<file path="src/rtl/seq_mag_comparator.sv">
// Multi-cycle magnitude comparator: walks the operands CHUNK bits per cycle from the MSB
// and stops at the first differing chunk. Signed or unsigned ordering, valid/ready on both sides.
module seq_mag_comparator #(
   parameter int WIDTH = 16,
   parameter int CHUNK = 4
) (
   input  logic             clk,
   input  logic             rst_n,
   input  logic             in_valid,
   output logic             in_ready,
   input  logic [WIDTH-1:0] a,
   input  logic [WIDTH-1:0] b,
   input  logic             signed_mode,
   output logic             out_valid,
   input  logic             out_ready,
   output logic             eq,
   output logic             gt,
   output logic             lt,
   output logic             busy
);

   localparam int NCHUNK = WIDTH / CHUNK;
   localparam int IDXW   = (NCHUNK > 1) ? $clog2(NCHUNK) : 1;
   localparam logic [IDXW-1:0] LAST_IDX = IDXW'(NCHUNK - 1);

   typedef enum logic [1:0] {IDLE, COMPARE, DONE} state_t;

   state_t           r_state;
   state_t           w_next_state;
   logic [WIDTH-1:0] r_a;
   logic [WIDTH-1:0] r_b;
   logic             r_signed;
   logic [IDXW-1:0]  r_idx;
   logic             r_eq;
   logic             r_gt;
   logic             r_lt;

   logic [WIDTH-1:0] w_sign_mask;
   logic [CHUNK-1:0] w_chunk_a;
   logic [CHUNK-1:0] w_chunk_b;
   logic             w_accept;
   logic             w_last_chunk;

   // Bit WIDTH-1 only ever falls in the top chunk, so flipping it unconditionally in signed
   // mode is the same as flipping it only while the top chunk is under test.
   // NOTE: every signal written in always_comb gets a default first, so no path infers a latch.
   always_comb begin
      w_sign_mask            = '0;
      w_sign_mask[WIDTH-1]   = r_signed;
   end

   assign w_chunk_a    = CHUNK'((r_a ^ w_sign_mask) >> (32'(r_idx) * CHUNK));
   assign w_chunk_b    = CHUNK'((r_b ^ w_sign_mask) >> (32'(r_idx) * CHUNK));
   assign w_accept     = in_valid && in_ready;
   assign w_last_chunk = (r_idx == '0);

   always_comb begin
      w_next_state = r_state;
      unique case (r_state)
         IDLE:    if (w_accept) w_next_state = COMPARE;
         COMPARE: if ((w_chunk_a != w_chunk_b) || w_last_chunk) w_next_state = DONE;
         DONE:    if (out_ready) w_next_state = IDLE;
         default: w_next_state = IDLE;
      endcase
   end

   // NOTE: sequential state uses non-blocking assignments so every register samples pre-edge values.
   always_ff @(posedge clk or negedge rst_n) begin
      if (!rst_n) begin
         r_state <= IDLE;
      end else begin
         r_state <= w_next_state;
      end
   end

   always_ff @(posedge clk or negedge rst_n) begin
      if (!rst_n) begin
         r_a      <= '0;
         r_b      <= '0;
         r_signed <= 1'b0;
         r_idx    <= '0;
         r_eq     <= 1'b0;
         r_gt     <= 1'b0;
         r_lt     <= 1'b0;
      end else begin
         unique case (r_state)
            IDLE: begin
               if (w_accept) begin
                  r_a      <= a;
                  r_b      <= b;
                  r_signed <= signed_mode;
                  r_idx    <= LAST_IDX;
               end
            end
            COMPARE: begin
               if (w_chunk_a > w_chunk_b) begin
                  {r_eq, r_gt, r_lt} <= 3'b010;
               end else if (w_chunk_a < w_chunk_b) begin
                  {r_eq, r_gt, r_lt} <= 3'b001;
               end else if (w_last_chunk) begin
                  {r_eq, r_gt, r_lt} <= 3'b100;
               end else begin
                  r_idx <= r_idx - IDXW'(1);
               end
            end
            default: ;
         endcase
      end
   end

   assign in_ready  = (r_state == IDLE);
   assign busy      = (r_state == COMPARE);
   assign out_valid = (r_state == DONE);
   assign eq        = r_eq;
   assign gt        = r_gt;
   assign lt        = r_lt;

endmodule

</file>
<file path="config.mk">
export PLATFORM = sky130hd
export DESIGN_NAME = seq_mag_comparator
export DESIGN_NICKNAME = d
export VERILOG_FILES = /design/src/rtl/seq_mag_comparator.sv
export SDC_FILE = /design/constraint.sdc
export NUM_CORES = 1
export LEC_CHECK = 0
export BUFFER_PORTS_ARGS = -buffer_cell sky130_fd_sc_hd__buf_2
export CAP_MARGIN = 20
export CORE_ASPECT_RATIO = 1.4
export CORE_MARGIN = 3
export CORE_UTILIZATION = 58
export DETAILED_ROUTE_END_ITERATION = 8
export HOLD_SLACK_MARGIN = 0.05
export PLACE_DENSITY = 0.82
export SYNTH_ARGS = -nofsm -noshare
export SYNTH_HDL_FRONTEND = slang
export SYNTH_SLANG_ARGS = --single-unit
</file>
<file path="constraint.sdc">
create_clock -name clk -period 3.8 [get_ports clk]
set_clock_uncertainty 0.05 [all_clocks]
set_input_delay 0.19 -clock clk [delete_from_list [all_inputs] [get_ports clk]]
set_output_delay 0.19 -clock clk [all_outputs]
set_load 0.05 [all_outputs]
</file>
==> results of run 1 <==
critical path: stages, from the launching register on:
cell	delay [ns]
dfrtp_1	0.68
mux4_2	0.58
ha_1	0.32
nand4_1	0.18
nor3_1	0.22
o21ai_0	0.20
mux2i_1	0.16
area by class of cell:
type	instances	area share
Inverter	8	0.0130
Timing Repair Buffer	44	0.0997
Sequential cell	40	0.434
Multi-Input combinational cell	75	0.384
Clock inverter	3	0.0184
Tap cell	39	0.0211
Clock buffer	5	0.0298
Yosys cell counts:
cell	instances
mux2_4	27
nor3_1	1
a22o_1	1
nand2_1	2
xor2_1	2
a21oi_1	3
nand4_1	1
o21ai_0	5
dfrtp_1	40
buf_2	1
inv_1	8
and2_4	1
ha_1	5
nor2b_1	1
buf_12	3
mux2i_1	2
or2_2	1
mux2_2	6
buf_6	1
o31ai_1	1
nand2b_1	3
buf_4	1
nor2_1	5
mux4_2	8
worst min path at each step:
stage / start / to / slack, ns
3_5_place_dp: rst_n / r_b[9]$_DFFE_PN0P_ / 0.30
3_3_place_gp: rst_n / r_b[0]$_DFFE_PN0P_ / 0.27
5_1_grt: a[8] / r_a[8]$_DFFE_PN0P_ / 0.06
4_1_cts: a[9] / r_a[9]$_DFFE_PN0P_ / 0.06
6_report: a[14] / r_a[14]$_DFFE_PN0P_ / 0.07
2_1_floorplan: rst_n / eq$_DFFE_PN0P_ / -0.16
metal layers:
metal,vias up,part of all wire,track usage
met5,-,0,0
met4,0,0.015,0.0892
met3,4,0.067,0.0644
met2,40,0.52,0.339
met1,583,0.40,0.238
li1,543,-,-
repair_timing:
item,in CTS,in global routing
setup endpoints to repair,0,0
setup buffers,0,0
endpoints found under the hold margin,41,0
gates resized for setup,0,0
hold buffers,2,0
power by group through the flow:
stage / Combinational (mW) / Sequential (mW) / Clock [mW]
2_1_floorplan: 0.838 / 0.755 / 0
3_3_place_gp: 0.909 / 0.782 / 0
3_5_place_dp: 0.954 / 0.797 / 0
4_1_cts: 0.964 / 0.791 / 0.347
5_1_grt: 1.05 / 0.818 / 0.370
6_report: 0.955 / 0.789 / 0.342
cells by family (layout without fill, tap and decap cells):
| family | Yosys count | count (layout) | synth area share |
|---|---|---|---|
| AO/OA/AOI/OAI | 10 | 10 | 0.0281 |
| XOR/XNOR | 2 | 2 | 0.00875 |
| adder cells (fa/ha/maj) | 5 | 5 | 0.0313 |
| buffers and inverters | 14 | 60 | 0.0569 |
| flip-flops | 40 | 40 | 0.500 |
| multiplexers | 43 | 43 | 0.336 |
| AND/OR/NAND/NOR | 15 | 15 | 0.0388 |
through the flow:
| step | utilization | instances | hold WS, ns | worst slack [ns] | instance area, um^2 |
|---|---|---|---|---|---|
| floorplan | - | 129 | -0.156 | 1.64 | 2000 |
| global placement | 0.678 | 204 | 0.271 | 1.38 | 2180 |
| detailed placement | 0.678 | 204 | 0.298 | 1.23 | 2180 |
| CTS | 0.718 | 214 | 0.0599 | 1.23 | 2310 |
| global route | 0.718 | 214 | 0.0570 | 0.966 | 2310 |
| finish | 0.718 | 214 | 0.0655 | 1.28 | 2310 |
cells in the final DEF, fill, tap and decap left out:
cell type,instances
buf_2,42
dfrtp_1,40
mux2_4,27
mux4_2,8
inv_1,8
mux2_2,6
nor2_1,5
o21ai_0,5
ha_1,5
clkbuf_8,5
nand2b_1,3
a21oi_1,3
xor2_1,2
mux2i_1,2
nand2_1,2
dlygate4sd3_1,2
nand4_1,1
and2_4,1
nor3_1,1
o31ai_1,1
nor2b_1,1
a22o_1,1
or2_2,1
clkinv_2,1
clkinvlp_4,1
bufinv_16,1
sequential cells by signal (all words and copies together), names as in the netlist:
name	count
r_a	16
r_b	16
r_idx	2
r_state	2
eq	1
gt	1
lt	1
r_signed	1
==> metrics.csv, run 1 <==
stage;metric;value;unit
die;dieArea;0.00420;mm^2
die;initial_utilization;0.623;
finish;num_antenna_cells;0;
die;coreArea;0.00321;mm^2
placed_design;dp_hpwl;2710;um
setup_path;end_kind;flop;
pwr;p_per_area;904;mW/mm^2
yosys;synth_area_leaders;dfrtp_1 50%, mux2_4 20%, mux4_2 9.0%, mux2_2 3.4%, ha_1 3.1%;
pwr;power.net_switching;0.721;mW
yosys;ys_seq_area_frac;0.500;
global_route;grt_usage;0.201;
die;die_w;55.7;um
timing;setup_viol;0;
yosys;synth_area;0.00200;mm^2
yosys;ys_types;24;
yosys;syn_nets;171;
setup_path;path_class;flop to flop;
timing;fin_tns_setup;0;ns
setup_path;worstReg2RegEnd;r_idx[0]$_DFFE_PN0P_;
yosys;synth_top_area_share;0.500;
timing;hold_violations;0;
clocking;cts-root-buf;clkbuf_8;
finish;multiInputGateArea;887;um^2
global_route;grt_first_pass_wirelength;6240;um
clocking;clk_latency;0.30;ns
die;die_h;75.5;um
die;rows;24;
global_route;grt_pass1_vias;1264;
route;drc_errors;0;
clocking;htreeDepth;2;
min_path;hold_path_depth;2;
yosys;synth_top_area_cell;dfrtp_1;
finish;nNetsFinal;216;
setup_path;start_kind;flop;
pwr;ir_drop;0.000642;V
setup_path;reg2reg_from;r_idx[0]$_DFFE_PN0P_;
setup_path;rrSetupSlack;1.28;ns
clocking;cts_tree;built;
pwr;p_clk_frac;0.164;
die;io_pins;43;
route;drt-vias-per-instance;5.47;
pwr;pwr-share-comb;0.458;
setup_path;crit_start;r_idx[0]$_DFFE_PN0P_;
timing;worst_pin_slew;0.868;ns
setup_path;crit_path_end;r_idx[0]$_DFFE_PN0P_;
placed_design;numPortBuffers;42;
finish;fillers;232;
timing;period_minus_slack;2.52;ns
timing;slew_headroom;0.421;
route;vias;1170;
yosys;ys_warn_count;0;
clocking;clockBufferDepth;2;
global_route;grt_start_max_net_pins;41;
pwr;finalPower;2.09;mW
pwr;swShare;0.345;
yosys;synth.avg_cell_area;15.5;um^2
pwr;p_leak;1.16;nW
min_path;hp-class;input pin to flop;
clocking;cts_buffers;5;
clocking;path_clk_slew;0.08;ns
setup_path;worstPathArrival;2.63;ns
timing;fin_crit_sh;0.662;
route;drt_wl_total;3620;um
setup_path;required;3.91;ns
global_route;grt_antenna_before_repair;0;
timing;rsz0062_at_grt;false;
finish;area_growth;15.3;%
route;drt_first_pass_iters;4;
setup_path;path_max_fanout;11;
placed_design;gp_congestion;0.801;
route;drt_iter0_markers;26;
setup_path;r2r_cells;6;
timing;fmax;0.397;GHz
route;antenna_left;0;
clocking;cts_sinks;40;
timing;slew_viol_final;0;
pwr;seq_power_share;0.378;
pwr;p_int;1.37;mW
job;drv_cap;0;
yosys;syn_inst;129;
finish;seq_area;0.00100;mm^2
yosys;synth_seq_cells;40;
route;wl_per_cell;16.9;um
finish;drive_gt1_frac;0.531;
outcome;outcome;complete, no violations;
global_route;grt_remaining_overflow;0;
(Power assumes the default switching activity.)
==> run 2: changes to the inputs <==
- CORE_UTILIZATION: 58 -> 48
- PLACE_DENSITY: 0.82 -> 0.72
- clock period: 3.8 -> 2.2 ns (I/O delays scaled with it)
==> run 2 against run 1 <==
  * Setup slack worse by 1.3 ns
  * Sequential power is 67% higher
  * Largest cell class unchanged
  * Non-clock buffer count is 42 higher
  * Largest power group unchanged
  * Clock-buffer cell count rose by 1
==> metrics.csv, run 2 (synthesis gave the netlist of run 1 again) <==
stage;metric;value;unit
placed_design;numPortBuffers;42;
finish;largestRegisters;r_a x16, r_b x16;
route;drt_wl_total;4120;um
timing;hold_violations;0;
clocking;clk_latency;0.30;ns
route;drt_iter0_markers;58;
timing;fin_ws;0.0314;ns
setup_path;cp_cell_sequence;buf_6, xor2_1, mux4_2, inv_2, ha_4, nand4_1, nor3_2, o21ai_2, mux2i_1;
route;drt_first_pass_iters;4;
outcome;outcome;complete, no violations;
finish;drive_gt1_frac;0.516;
job;drv_cap;0;
route;wl_per_cell;15.9;um
pwr;p_leak;1.35;nW
global_route;grt_pass1_vias;1441;
clocking;htreeDepth;2;
die;io_pins;43;
setup_path;required;2.32;ns
clocking;cts_tree;built;
die;dieArea;0.00499;mm^2
route;antenna_left;0;
clocking;cts-root-buf;clkbuf_8;
timing;fmax;0.461;GHz
finish;fin_area;0.00280;mm^2
timing;whs;0.407;ns
global_route;grt_start_max_net_pins;41;
timing;slew_headroom;0.427;
pwr;p_per_area;1450;mW/mm^2
die;coreArea;0.00399;mm^2
global_route;grt_first_pass_wirelength;6620;um
global_route;grt_antenna_before_repair;0;
clocking;path_clk_slew;0.08;ns
die;initial_utilization;0.502;
timing;fin_crit_sh;0.986;
setup_path;reg2reg_from;r_signed$_DFFE_PN0P_;
route;drc_errors;0;
min_path;hp-class;input pin to asynchronous set/reset pin;
global_route;grt_usage;0.184;
die;rows;27;
setup_path;crit_slowest_cell;mux4_2;
finish;area_growth;39.9;%
clocking;cts_sinks;40;
die;die_w;60.6;um
die;die_h;82.4;um
pwr;ir_drop;0.000758;V
timing;slew_viol_final;0;
placed_design;placed_area;0.00223;mm^2
setup_path;path_class;flop to flop;
global_route;grt_remaining_overflow;0;
route;vias;1333;
placed_design;gp_congestion;0.737;
placed_design;post-place-ws;-0.00413;ns
clocking;cts_buffers;5;
setup_path;path_max_fanout;2;
setup_path;start_kind;flop;
timing;period_minus_slack;2.17;ns
finish;layout_commonest_cell;buf_2;
placed_design;dp_hpwl;2700;um
finish;final_cell_mix;42 x buf_2, 40 x dfrtp_1, 35 x dlygate4sd3_1;
finish;nNetsFinal;258;
clocking;clockBufferDepth;2;
setup_path;crit_start;r_signed$_DFFE_PN0P_;
route;drt-vias-per-instance;5.13;
timing;worst_pin_slew;0.859;ns
pwr;finalPower;4.07;mW
setup_path;end_kind;flop;
timing;setup_viol;0;
setup_path;worstPathArrival;2.29;ns
timing;fin_tns_setup;0;ns
finish;num_antenna_cells;0;
setup_path;cp_slowest_stage_delay;0.48;ns
==> run 2: cell count changes in the layout (fill, tap and decap cells not counted), sizes merged <==
cell / before / now
buf: 42 / 51
clkbuf: 5 / 6
clkinvlp: 1 / 0
dlygate4sd3: 2 / 35
==> run 2: routing by layer <==
| metal | GRT usage | vias up | share of wire |
|---|---|---|---|
| li1 | - | 630 | - |
| met1 | 0.225 | 661 | 0.43 |
| met2 | 0.301 | 33 | 0.51 |
| met3 | 0.0435 | 9 | 0.037 |
| met4 | 0.0868 | 0 | 0.022 |
| met5 | 0 | - | 0 |
==> run 2: where the power goes <==
group,switching (mW),internal [mW]
logic,0.938,1.22
registers,0.227,1.09
clock network,0.250,0.337
==> run 2: path summary, 6_finish.rpt <==
path,slack (ns),to,cells past startpoint
max,0.03,r_idx[0]$_DFFE_PN0P_,9
max in group asynchronous,1.14,eq$_DFFE_PN0P_,2
max reg2reg,0.03,r_idx[0]$_DFFE_PN0P_,9
min reg2reg,0.46,r_a[0]$_DFFE_PN0P_,1
min,0.41,r_b[4]$_DFFE_PN0P_,2
min in group clk,0.46,r_idx[1]$_DFFE_PN0P_,4
==> run 2: layout make-up <==
type | count | area, um^2
Fill cell | 277 | 1180
Clock inverter | 2 | 35.0
Inverter | 8 | 30.0
Multi-Input combinational cell | 75 | 957
Clock buffer | 6 | 72.6
Timing Repair Buffer | 86 | 652
Tap cell | 43 | 53.8
Sequential cell | 40 | 1000
==> run 2: critical path, delay by kind of cell (launching register included) <==
kind / cells / cell delay (ns)
multiplexers: 2 / 0.61
buffers and inverters: 2 / 0.22
adder cells (fa/ha/maj): 1 / 0.14
AO/OA/AOI/OAI: 1 / 0.12
XOR/XNOR: 1 / 0.14
flip-flops: 1 / 0.41
AND/OR/NAND/NOR: 2 / 0.35
==> run 2: per-stage QoR <==
step | std cells | util
finish | 260 | 0.703
CTS | 261 | 0.694
global route | 260 | 0.703
global placement | 214 | 0.559
detailed placement | 214 | 0.559
floorplan | 129 | -
==> run 2: timing repair <==
action | CTS | global route
cloned | 0 | 0
setup endpoints to repair | 2 | 6
hold buffers | 35 | 0
gates resized for setup | 6 | 11
setup buffers | 4 | 0
endpoints found under the hold margin | 74 | 0
pin swaps | 3 | 6
